===== src/rtl/channel_serialize.sv =====
`default_nettype none
// +--------------------------------------------------------------------------+
// | Module      : channel_serialize                                          |
// | Description : Width down-converter. Accepts a word of CHANNELS           |
// |               activations and emits it as ceil(CHANNELS/LANES) beats of  |
// |               LANES activations, flagging the final beat with last.      |
// | Revision    : 1.0 - initial release                                      |
// +--------------------------------------------------------------------------+
module channel_serialize #(
  parameter int CHANNELS         = 6,
  parameter int LANES            = 3,
  parameter int ACTIVATION_WIDTH = 8
) (
  input  logic                                 clock_i,
  input  logic                                 reset_i,
  input  logic                                 slave_valid_i,
  output logic                                 slave_ready_o,
  input  logic [CHANNELS*ACTIVATION_WIDTH-1:0] slave_data_i,
  output logic                                 master_valid_o,
  input  logic                                 master_ready_i,
  output logic [LANES*ACTIVATION_WIDTH-1:0]    master_data_o,
  output logic                                 master_last_o
);

  localparam int BEATS    = (CHANNELS + LANES - 1) / LANES;
  localparam int BEAT_W   = (BEATS > 1) ? $clog2(BEATS) : 1;
  localparam int WORD_W   = CHANNELS * ACTIVATION_WIDTH;
  localparam int BEAT_DW  = LANES * ACTIVATION_WIDTH;
  localparam int PADDED_W = BEATS * BEAT_DW;
  localparam int PAD_W    = PADDED_W - WORD_W;
  localparam logic [BEAT_W-1:0] LAST_BEAT = BEAT_W'(BEATS - 1);

  logic [WORD_W-1:0]   active_data;
  logic                active_valid;
  logic [WORD_W-1:0]   pending_data;
  logic                pending_valid;
  logic [BEAT_W-1:0]   beat;

  logic                slave_xfer;
  logic                master_xfer;
  logic                finishing;
  logic [PADDED_W-1:0] padded;
  logic [BEAT_DW-1:0]  beat_words [BEATS];

  // Ready depends only on the skid register and reset, never on master_ready_i.
  assign slave_ready_o  = !pending_valid && !reset_i;
  assign master_valid_o = active_valid;
  assign master_last_o  = active_valid && (beat == LAST_BEAT);

  assign slave_xfer  = slave_valid_i && slave_ready_o;
  assign master_xfer = active_valid && master_ready_i;
  assign finishing   = master_xfer && (beat == LAST_BEAT);

  // Lanes beyond the last channel of a partial final beat read as zero.
  generate
    if (PAD_W > 0) begin : g_pad
      assign padded = {active_data, {PAD_W{1'b0}}};
    end else begin : g_no_pad
      assign padded = active_data;
    end
  endgenerate

  // Beat b is the b-th slice counted from the most significant end.
  generate
    for (genvar b = 0; b < BEATS; b++) begin : g_beat
      assign beat_words[b] = padded[PADDED_W-1-b*BEAT_DW -: BEAT_DW];
    end
  endgenerate

  // Select the slice addressed by the beat counter.
  always_comb begin
    master_data_o = '0;
    for (int b = 0; b < BEATS; b++) begin
      if (beat == BEAT_W'(b)) begin
        master_data_o = beat_words[b];
      end
    end
  end

  // Active/pending word registers and beat counter.
  always_ff @(posedge clock_i) begin
    if (reset_i) begin
      active_data   <= '0;
      active_valid  <= 1'b0;
      pending_data  <= '0;
      pending_valid <= 1'b0;
      beat          <= '0;
    end else if (finishing) begin
      beat <= '0;
      if (pending_valid) begin
        active_data   <= pending_data;
        pending_valid <= 1'b0;
      end else if (slave_xfer) begin
        // Refill straight from the input so back-to-back words leave no bubble.
        active_data <= slave_data_i;
      end else begin
        active_valid <= 1'b0;
      end
    end else begin
      if (master_xfer) begin
        beat <= beat + BEAT_W'(1);
      end
      if (slave_xfer) begin
        if (!active_valid) begin
          active_data  <= slave_data_i;
          active_valid <= 1'b1;
          beat         <= '0;
        end else begin
          pending_data  <= slave_data_i;
          pending_valid <= 1'b1;
        end
      end
    end
  end

endmodule
`default_nettype wire

===== config.mk =====
export PLATFORM = sky130hd
export DESIGN_NAME = channel_serialize
export DESIGN_NICKNAME = d
export VERILOG_FILES = /design/src/rtl/channel_serialize.sv
export SDC_FILE = /design/constraint.sdc
export NUM_CORES = 1
export LEC_CHECK = 0
export CAP_MARGIN = 40
export CORE_MARGIN = 1
export CORE_UTILIZATION = 57
export DETAILED_ROUTE_END_ITERATION = 8
export DONT_BUFFER_PORTS = 1
export GPL_TIMING_DRIVEN = 0
export PLACE_DENSITY = 0.75
export SLEW_MARGIN = 20
export SYNTH_ARGS = -nofsm -noshare
export SYNTH_HDL_FRONTEND = slang
export SYNTH_SLANG_ARGS = --single-unit

===== constraint.sdc =====
create_clock -name clock_i -period 1.7 [get_ports clock_i]
set_clock_uncertainty 0.05 [all_clocks]
set_input_delay 0.34 -clock clock_i [delete_from_list [all_inputs] [get_ports clock_i]]
set_output_delay 0.34 -clock clock_i [all_outputs]
set_load 0.005 [all_outputs]

## After elaboration in Yosys (flattened, before gate mapping)

Index checks and enable logic that the tools add are counted.

- Memories: 0
- Register bits: 99
- Output and inout port bits: 27
- RAM bits: 0
- Latch bits: 0
- Memory bits (read-only): 0
- Input bits: 52

- Shift operators: 0
- $mul: 0
- $add $sub $neg: 1
- Magnitude comparators: 0
- Muxes and demuxes: 13
- Divide/modulo/power cells: 0
- Bitwise operators: 1
- Equal/unequal tests: 3
- Reductions and logical operators: 14

Operator list:

| operator | number |
|---|---|
| $mux 48 | 5 |
| $mux 24 | 1 |
| $reduce_and 3->1 | 3 |
| $mux 1 | 7 |
| $logic_and 1x1->1 | 5 |
| $ne 2x2->1 const B | 2 |
| $reduce_bool 2->1 | 2 |
| $logic_not 1->1 | 2 |
| $ne 2x1->1 const B | 1 |
| $reduce_and 2->1 | 1 |
| $reduce_or 2->1 | 1 |
| $add 1x1->1 const B | 1 |
| $not 1->1 | 1 |

## Longest topological paths before layout

Gate-level depths: netlist of run 1.

- Depth after elaboration: 6
- Gate-level depth with buffers: 7

## Worst setup path before layout of run 1

Ideal clock, no wire load.

- Path type: reg-to-reg
- Start point: reg active_valid (netlist: master_valid_o)
- End point: reg active_data[33]
- Data arrival time: 1.604 ns
- Library setup time: 0.122 ns
- Path slack: -0.076 ns
- Period minus slack after synthesis: 1.776 ns
- Stages on the path, launching flop included: 8
- Cell sequence: dfxtp_1 > and2_1 > ha_1 > nand2_1 > buf_2 > buf_2 > nor2_1 > o32a_1

- Longest elaborated chain between the ends: 4

Ends and longest elaborated chain:

| item | RTL line | source |
|---|---|---|
| start, declared | 34 | `logic active_valid;` |
| start signal, assigned | 84 | `active_valid <= 1'b0;` |
| start signal, assigned | 97 | `active_valid <= 1'b0;` |
| start signal, assigned | 106 | `active_valid <= 1'b1;` |
| $logic_and 1x1->1 | 51 | `assign master_xfer = active_valid && master_ready_i;` |
| $logic_and 1x1->1 | 52 | `assign finishing = master_xfer && (beat == LAST_BEAT);` |
| $ne 2x1->1 (no source line) or $reduce_bool 2->1 (tied branches) | - |  |
| $reduce_and 3->1 (no source line) | - |  |
| end signal, assigned | 91 | `active_data <= pending_data;` |
| end signal, assigned | 95 | `active_data <= slave_data_i;` |
| end signal, assigned | 105 | `active_data <= slave_data_i;` |
| end, declared | 33 | `logic [WORD_W-1:0] active_data;` |

Parallel ways exist; a longest one is shown, timed or not.
A chain may end at the register's enable or synchronous reset.

## Worst setup path after layout of run 1

- Start point: reg beat
- End point: out master_data_o[18]

- Longest elaborated chain between the ends: 1

Ends and longest elaborated chain:

| item | RTL line | source |
|---|---|---|
| start, declared | 37 | `logic [BEAT_W-1:0] beat;` |
| start signal, assigned | 101 | `beat <= beat + BEAT_W'(1);` |
| $mux 24 | 74 | `if (beat == BEAT_W'(b)) begin` |
| end, declared | 21 | `output logic [LANES*ACTIVATION_WIDTH-1:0] master_data_o,` |

No other way between the ends.

==> impl_metrics.ini, run 1 <==
[final_layout]
finalCoreUtilization = 0.691
final_cell_mix = 97 x dfxtp_1, 49 x nor2_1, 49 x inv_1
final_common_cell = dfxtp_1
drive_gt1_frac = 0.192
antenna_cells = 0
fin_nets = 544
fill_cells = 594
area_growth_pct = 17.0

[setup_path]
crit_slowest_cell = dfxtp_2
crit_chain = clkbuf_16, clkbuf_16, mux2_4
cp_max_fo = 7
critical_path_arrival_ns = 1.37
cpMostUsedCell = clkbuf_16
crit_required_ns = 1.31
end_kind = output port
crit_type = reg -> out
critPathLaunchType = flip-flop
slowest_delay_ns = 0.36

[global_route]
gr-total-overflow = 0
grt_pass1_vias = 3599
grt_max_degree = 20
grtUsageTotal = 0.285
grt_pass1_wl_mm = 18.3
antenna_found_initial = 0

[timing]
slew_viol_final = 0
hold_viol_final = 0
whs_ns = 0.0477
setup_ws_ns = -0.0579
rsz0062_at_grt = true
period_share = 1.03
setup_violations = 24
tightest_slew_ns = 0.486
slew_headroom = 0.676
min_period_ns = 1.76
fmax_ghz = 0.569

[logic_synthesis]
synth_nets = 525
netlist_area_um2 = 4590
ys_warn_count = 0
synth_seq_cells = 99
yosysUniqueCellTypes = 24
synth_edf_count = 0
async_flop_share = 0
postSynthAreaPerCell_um2 = 9.74
syn_inst = 471
seq_area_frac_synth = 0.432
synthFlopType = dfxtp_1

[floorplanning]
die_h_um = 91.7
dieArea_um2 = 8410
core_area_um2 = 7770
fp-row-count = 32
start_util = 0.591
io_pins = 79
die_w_um = 91.7

[cts]
cts_tree = built
clk_pin_slew_ns = 0.11
clockRootBuffer = clkbuf_8
cts_made_buffers = 9
ctsHoldBuffers = 0
cts_max_level = 3
clk_latency_ns = 0.38
clk_path_buf_depth = 2
numClockSinks = 99

[power_and_ir_drop]
power.leakage_nw = 2.46
ir_worst_vdd_mv = 0.483
power_mw = 5.02
power_density_nw_per_um2 = 935

[job]
cap_viol_max_count = 0

[detailed_routing]
wl_mm = 11.7
avgRoutedWirePerCell_um = 19.6
drt_iter0_markers = 169
drc = 0
vias_per_cell = 5.94
drtAntennaViolNets = 0
vias = 3545
drt-pass1-iter-count = 4

[place]
dp_hpwl_mm = 7.77
place_congestion = 0.813
portBuffers = 0

[worst_hold_path]
hp-class = in -> reg

[run_status]
status = finished, violations left
violations = setup timing
## flip-flops by register name, indices dropped and copies added (netlist names)
signal,cells
active_data,48
beat,1
master_valid_o,1
pending_data,48
pending_valid,1
## layer usage
metal,GRT usage,vias to the layer above,wire (um)
met3,0.0589,22,672
met5,0,-,0
met2,0.491,103,5790
li1,-,1667,-
met1,0.348,1753,4920
met4,0.112,0,325
## critical path, delay by kind of cell, from the launching register on
| kind | cells | cell delay [ns] |
|---|---|---|
| multiplexers | 1 | 0.31 |
| buffers and inverters | 2 | 0.33 |
| flip-flops | 1 | 0.36 |
## where the power goes
group          total, mW  internal (mW)  switching (mW)
sequential          2.60           2.50           0.105
combinational      0.775          0.405           0.370
clock               1.64          0.722           0.921
## layout make-up
cell class	instances	area, um2	share of cell area
Tap cell	102	128	0.0238
Timing Repair Buffer	9	154	0.0287
Sequential cell	99	1990	0.370
Clock buffer	9	124	0.0231
Clock inverter	7	88.8	0.0165
Buffer	38	335	0.0625
Multi-Input combinational cell	284	2370	0.441
Inverter	49	184	0.0343
## cells by family (layout without fill, tap and decap cells)
group	after synthesis	count (layout)	share of synthesized area
AOI/OAI and AO/OA	103	103	0.196
buffers and inverters	88	112	0.0832
adders and majority gates	2	2	0.00545
and+or+nand+nor	107	107	0.119
DFF	99	99	0.432
muxes	72	72	0.164
## final timing paths
path | startpoint | to | slack [ns] | cells past startpoint
worst max-delay path | beat | master_data_o[18] | -0.06 | 3
worst min-delay path | slave_data_i[32] | pending_data[32] | 0.05 | 2
worst max register to register | master_valid_o | active_data[6] | -0.02 | 7
worst min register to register | active_data[23] | active_data[23] | 0.44 | 1
## through the flow
| step | instances | TNS [ns] | setup WS [ns] | area, um2 |
|---|---|---|---|---|
| after global routing | 597 | -2.55 | -0.0927 | 5370 |
| after floorplan | 471 | -0.350 | -0.0175 | 4600 |
| after CTS | 596 | -1.18 | -0.119 | 5270 |
| after detailed placement | 573 | -20.42 | -0.410 | 4720 |
| final | 597 | -0.835 | -0.0579 | 5370 |
| after global placement | 573 | -17.95 | -0.378 | 4720 |
## what timing repair did
action                                 in CTS  in global routing
gates resized for setup                    72                 53
cloned                                      1                  2
endpoints found under the hold margin       0                  0
buffers inserted                            6                  0
setup endpoints to repair                 113                109
pin swaps                                   3                  5
## cell usage after synthesis (4+ instances only)
library cell / number / area, um2
a21boi_0: 48 / 360
a21oi_1: 4 / 20.0
buf_2: 14 / 70.1
clkbuf_1: 19 / 71.3
dfxtp_1: 99 / 1980
inv_1: 49 / 184
mux2_2: 24 / 270
mux2i_1: 48 / 480
nand2b_1: 48 / 300
nor2_1: 50 / 188
o32a_1: 48 / 480
(Power assumes the default switching activity.)
==> run 2: changes to the inputs <==
Settings changed: CORE_MARGIN 1 to not set, CORE_UTILIZATION 57 to 68, PLACE_DENSITY 0.75 to 0.84.
Clock period 1.7 ns to 2.1 ns, I/O delays scaled along.
==> impl_metrics.ini, run 2 (synthesis gave the netlist of run 1 again) <==
[setup_path]
crit_slowest_cell = dfxtp_1
crit_required_ns = 1.63
slowest_delay_ns = 0.38
cp_max_fo = 10
crit_chain = buf_2, buf_4, mux2_2
critPathLaunchType = flip-flop
crit_type = reg -> out
end_kind = output port
critical_path_arrival_ns = 1.58

[final_layout]
final_common_cell = dfxtp_1
final_cell_mix = 98 x dfxtp_1, 50 x nor2_1, 49 x inv_1
antenna_cells = 0
top_regs = active_data (48), pending_data (48)
fin_nets = 536
area_growth_pct = 7.75
fin_area_um2 = 4940
drive_gt1_frac = 0.144
fill_cells = 445

[floorplanning]
start_util = 0.714
die_w_um = 84.1
io_pins = 79
dieArea_um2 = 7080
die_h_um = 84.1
core_area_um2 = 6420
fp-row-count = 29

[cts]
ctsHoldBuffers = 0
clk_path_buf_depth = 2
cts_tree = built
cts_max_level = 3
clockRootBuffer = clkbuf_8
clk_latency_ns = 0.36
cts_made_buffers = 9
clk_pin_slew_ns = 0.09
numClockSinks = 99

[timing]
tightest_slew_ns = 0.479
slew_headroom = 0.681
hold_viol_final = 0
min_period_ns = 2.05
slew_viol_final = 0
fmax_ghz = 0.487
rsz0062_at_grt = true
period_share = 0.978
setup_violations = 0
setup_ws_ns = 0.0453

[power_and_ir_drop]
power_density_nw_per_um2 = 806
power.leakage_nw = 2.26
ir_worst_vdd_mv = 0.510

[global_route]
grtUsageTotal = 0.316
grt_max_degree = 16
antenna_found_initial = 0
gr-total-overflow = 0
grt_pass1_vias = 3570
grt_pass1_wl_mm = 17.3

[detailed_routing]
drtAntennaViolNets = 0
vias_per_cell = 6.24
wl_mm = 10.6
drt-pass1-iter-count = 7
drc = 12
drt_iter0_markers = 191
vias = 3519
avgRoutedWirePerCell_um = 18.8

[place]
portBuffers = 0
dp_hpwl_mm = 7.49
post-place-ws_ns = -0.0664
place_congestion = 0.817
placed_area_um2 = 4680

[job]
cap_viol_max_count = 0

[worst_hold_path]
hp-class = in -> reg

[run_status]
status = finished, violations left
violations = DRC
run 2: cell count changes in the layout (fill, tap and decap cells not counted), sizes merged:
cell | previous run | this run
buf | 31 | 18
bufinv | 1 | 2
clkbuf | 25 | 33
clkinv | 0 | 1
inv | 54 | 49
run 2: report_power, final:
group	internal [mW]	total [mW]	switching, mW
clock network	0.735	1.37	0.640
registers	2.02	2.10	0.0792
logic	0.242	0.509	0.267
run 2: timing repair:
action | CTS | global route
setup endpoints to repair | 54 | 79
gates resized for setup | 6 | 14
buffers inserted | 0 | 0
run 2: layout make-up:
class / instances / area, um2 / share of cell area
multi-input combinational: 284 / 2230 / 0.450
sequential: 99 / 1980 / 0.401
buffer: 39 / 225 / 0.0456
inverter: 49 / 184 / 0.0372
clock buffer: 12 / 155 / 0.0314
tap: 77 / 96.3 / 0.0195
clock inverter: 4 / 72.6 / 0.0147
run 2: through the flow:
step           instances  power (mW)   TNS, ns  hold WS, ns   util
6_report             564        3.98         0        0.147  0.770
5_1_grt              564        4.13   -0.0127        0.135  0.770
4_1_cts              564        3.99         0        0.135  0.766
3_5_place_dp         548        2.64    -0.565        0.408  0.729
3_3_place_gp         548        2.62  -0.00220        0.399  0.729
2_1_floorplan        471        2.50         0        0.391      -
run 2: layer usage:
layer / track usage / vias up / share of wire
met5: 0 / - / 0
met4: 0.144 / 0 / 0.027
met3: 0.0678 / 20 / 0.057
met2: 0.531 / 127 / 0.49
met1: 0.390 / 1726 / 0.43
li1: - / 1646 / -
run 2: final timing paths:
path	from	end	slack (ns)	cells after the start
setup / recovery	beat	master_data_o[21]	0.05	3
hold / removal	slave_data_i[43]	pending_data[43]	0.15	2
setup reg to reg	master_valid_o	active_data[39]	0.11	7
hold reg to reg	active_data[41]	active_data[41]	0.43	1
run 2: worst max-delay path: cells and delay by family (launching register included):
| family | cells | cell delay [ns] |
|---|---|---|
| multiplexers | 1 | 0.38 |
| flip-flops | 1 | 0.38 |
| buffers and inverters | 2 | 0.46 |
